--- src/rtl/frequency_divider.sv ---
// Registered note-divisor table for the tone generators: twelve semitone period counts at 10 MHz.
// Optional macro FREQ_DIV_ROUND_EN selects round-half-up shifting instead of truncation.
module frequency_divider #(
  parameter int unsigned BASE_SHIFT = 0
) (
  input  logic        clk,
  input  logic        nrst,
  input  logic        octave,
  output logic [15:0] div0,
  output logic [15:0] div1,
  output logic [15:0] div2,
  output logic [15:0] div3,
  output logic [15:0] div4,
  output logic [15:0] div5,
  output logic [15:0] div6,
  output logic [15:0] div7,
  output logic [15:0] div8,
  output logic [15:0] div9,
  output logic [15:0] div10,
  output logic [15:0] div11,
  output logic        changed
);

  localparam int unsigned NUM_NOTES = 12;
  localparam int unsigned DIV_W     = 16;
  localparam int unsigned SHIFT_W   = 3;

  // Octave-4 period counts, round(10e6 / f), C through B.
  function automatic logic [DIV_W-1:0] base_of(input logic [3:0] idx);
    logic [DIV_W-1:0] val;
    val = '0;
    case (idx)
      4'd0:    val = 16'd38222;
      4'd1:    val = 16'd36077;
      4'd2:    val = 16'd34052;
      4'd3:    val = 16'd32141;
      4'd4:    val = 16'd30337;
      4'd5:    val = 16'd28634;
      4'd6:    val = 16'd27027;
      4'd7:    val = 16'd25511;
      4'd8:    val = 16'd24079;
      4'd9:    val = 16'd22727;
      4'd10:   val = 16'd21452;
      4'd11:   val = 16'd20248;
      default: val = '0;
    endcase
    return val;
  endfunction

  logic [SHIFT_W-1:0] s;
  logic [SHIFT_W-1:0] last_s;
  logic               loaded;
  logic [DIV_W:0]     half;
  logic [DIV_W-1:0]   div_d [NUM_NOTES];
  logic [DIV_W-1:0]   div_q [NUM_NOTES];

  assign s = SHIFT_W'(BASE_SHIFT) + SHIFT_W'(octave);

  // Rounding bias: half an LSB of the shifted result, zero when there is no shift.
  always_comb begin
    half = '0;
`ifdef FREQ_DIV_ROUND_EN
    if (s != '0) begin
      half = (DIV_W+1)'(1) << (s - SHIFT_W'(1));
    end
`endif
  end

  always_comb begin
    for (int k = 0; k < NUM_NOTES; k++) begin
      div_d[k] = DIV_W'(({1'b0, base_of(4'(k))} + half) >> s);
    end
  end

  // Table reloads every cycle; changed flags the first load and any shift change.
  always_ff @(posedge clk or posedge nrst) begin
    if (nrst) begin
      for (int k = 0; k < NUM_NOTES; k++) begin
        div_q[k] <= '0;
      end
      last_s  <= '0;
      loaded  <= 1'b0;
      changed <= 1'b0;
    end else begin
      for (int k = 0; k < NUM_NOTES; k++) begin
        div_q[k] <= div_d[k];
      end
      last_s  <= s;
      loaded  <= 1'b1;
      changed <= !loaded || (s != last_s);
    end
  end

  assign div0  = div_q[0];
  assign div1  = div_q[1];
  assign div2  = div_q[2];
  assign div3  = div_q[3];
  assign div4  = div_q[4];
  assign div5  = div_q[5];
  assign div6  = div_q[6];
  assign div7  = div_q[7];
  assign div8  = div_q[8];
  assign div9  = div_q[9];
  assign div10 = div_q[10];
  assign div11 = div_q[11];

endmodule

--- config.mk ---
export PLATFORM = sky130hd
export DESIGN_NAME = frequency_divider
export DESIGN_NICKNAME = d
export VERILOG_FILES = /design/src/rtl/frequency_divider.sv
export SDC_FILE = /design/constraint.sdc
export NUM_CORES = 1
export LEC_CHECK = 0
export BUFFER_PORTS_ARGS = -buffer_cell sky130_fd_sc_hd__buf_2
export CORE_AREA = 2 2 75 77
export DETAILED_ROUTE_END_ITERATION = 8
export DIE_AREA = 0 0 77 79
export PLACE_DENSITY = 0.75
export SETUP_SLACK_MARGIN = 0.5
export SYNTH_ARGS = -nofsm -noshare
export SYNTH_HDL_FRONTEND = slang
export SYNTH_SLANG_ARGS = --single-unit
--- constraint.sdc ---
create_clock -name clk -period 3.9 [get_ports clk]
set_input_delay 0.39 -clock clk [delete_from_list [all_inputs] [get_ports clk]]
set_output_delay 0.39 -clock clk [all_outputs]
set_load 0.02 [all_outputs]
==> metrics.txt <==
Lkg Pwr 0.816 nW; CP max stage delay 1.02 ns; pre-CTS WS 2.06 ns; critical path class reg -> out; cts hold-fix bufs 0; post-CTS sizing 0; DR vias 754; largest net degree at the start of global routing 51; Die W 77 um; GR Util met2 6.58%; Synth area leaders buf_4 92%, dfrtp_1 6.4%, xnor2_1 0.56%; Total GRT Usage 3.26%; commonest cells after routing, fill and taps aside 144 x buf_2, 52 x conb_1, 4 x dfrtp_1; ant diodes 0; maximum clock path buffer count 2; Worst path slowest cell dfrtp_1; Highest Clock Rate 0.510 GHz; post-DR vias/cell 2.70; initial DRC count 3; Finished Layout Cells 279; WL final 1800 um; initial antenna violation count 0; critical path's top delay family flip-flops; Die H 79 um; Mapped Area 1550 um2; Avg Cell Area, Syn 7.77 um2; die area 6080 um2; peak supply drop 202 uV; H-tree Lvls 1; clk_lat worst skew 0.21 ns; sequential area share after synthesis 6.44%; setup TNS 0 ns; Final period util 50.3%; layout cells sized above 1 71.0%; FF-to-FF setup slack 2.57 ns; Worst Tran Pin Value 1.06 ns; total gr overflow 0; clk sinks 4; leading area contributor after synthesis buf_4; area grow syn2layout -24.9%; gp weighted congestion 0.604; drt drc 0; CTS root buf clkbuf_8; hpwl dp 1460 um; DRT Pass-1 Iters 2; most used routing layer met2; startpoint types register; # fillers 603; Crit Path Max Fanout 50; Setup crit end kind output pin; CP Data Arrival Time 1.57 ns; Synth cell types 6; M3 GR Usage 0.568%; M1 GR Usage 2.76%; # port buffers 144; starting density of the core 29.1%; Avg WL per Cell 6.43 um; Worst Reg2Reg Path Length in Cells 2; Power, Total 0.364 mW; status complete, no violations; final worst path period need 1.96 ns; worst hold path type in -> async; Final Setup Violations 0; Cells after DPL 276; CTS tree yes; first-pass GRT wire length 1550 um; max_cap viols 0; final net count 212; Critical Path Source div1[7]$_DFF_PP0_; cells after synthesis 200; Num CTS Buffers 3; RSZ-0062 raised after global routing false; CP Data Required Time 3.51 ns; row cnt 27; Post-CTS Setup Bufs 0; fin. max-slew vios 0; reg2reg end changed$_DFF_PP0_; I/O Pins 196; crit-path cells buf_2; antenna-violating nets left 0; CP bufs+invs 1; Setup Skew 0.000567 ns; most common cell after layout, fill and taps aside buf_2; CTS clk-pin slew, worst paths 0.03 ns; worst setup margin 1.94 ns; Hold Vio Cnt, Final 0; area of the multi-input gates 208 um2; Rel. slew slack 29.5%; pwr dens 312 nW/um2; number of global-route vias before repair 315; synth warn 0; FF+latch count, synth 4; sequential cell area 100 um2; Core Box Area 5340 um2; Worst R2R Start div0[14]$_DFF_PP0_; top-area cell type share of the netlist area 91.8%
==> logic make-up (layout without fill, tap and decap cells) <==
kind of cell	Yosys count	count (layout)	share of synthesized area, %
xor gates and xnor gates	1	1	0.564
buffers and inverters	192	149	92.3
DFF	4	4	6.44
other	2	52	0.483
and+or+nand+nor	1	1	0.241
==> state kept, by name, indices dropped and copies added (netlist names) <==
signal,cells
changed,1
div1,1
div0,2
==> per-layer routing <==
| layer | wire, um | up-vias |
|---|---|---|
| met1 | 515 | 303 |
| li1 | - | 368 |
| met5 | 0 | - |
| met3 | 283 | 2 |
| met4 | 14 | 0 |
| met2 | 981 | 81 |
==> cell type report <==
type / count / share of cell area, %
Timing Repair Buffer: 144 / 61.7
Multi-Input combinational cell: 54 / 17.8
Sequential cell: 4 / 8.57
Tap cell: 72 / 7.72
Clock buffer: 3 / 3.54
Inverter: 2 / 0.643
==> worst max path at each step <==
stage                     endpoint  slack (ns)  depth (start not counted)
final                      div3[3]        1.94                          1
after detailed placement   div4[0]        2.06                          1
after global placement    div0[12]        2.13                          1
after global routing      div9[14]        1.76                          1
after floorplan           div0[10]        2.07                          1
after CTS                  div4[0]        1.83                          1
==> stage by stage <==
step / area [um2] / hold slack (ns) / utilization [%]
after floorplan: 1740 / 0.156 / -
after global placement: 1130 / 0.262 / 21.1
after detailed placement: 1130 / 0.272 / 21.1
after CTS: 1170 / 0.0448 / 21.9
after global routing: 1170 / 0.0503 / 21.9
final: 1170 / 0.0451 / 21.9
==> Yosys cell counts <==
master,count
buf_4,190
inv_1,2
nand2_1,1
xnor2_1,1
conb_1,2
dfrtp_1,4
==> where the power goes <==
group / internal, mW / total, mW / leakage [nW] / switching (mW)
Clock: 0.0657 / 0.0856 / 0.0216 / 0.0199
Sequential: 0.0439 / 0.0581 / 0.0452 / 0.0142
Combinational: 0.0518 / 0.220 / 0.749 / 0.168
(Power assumes the default switching activity.)
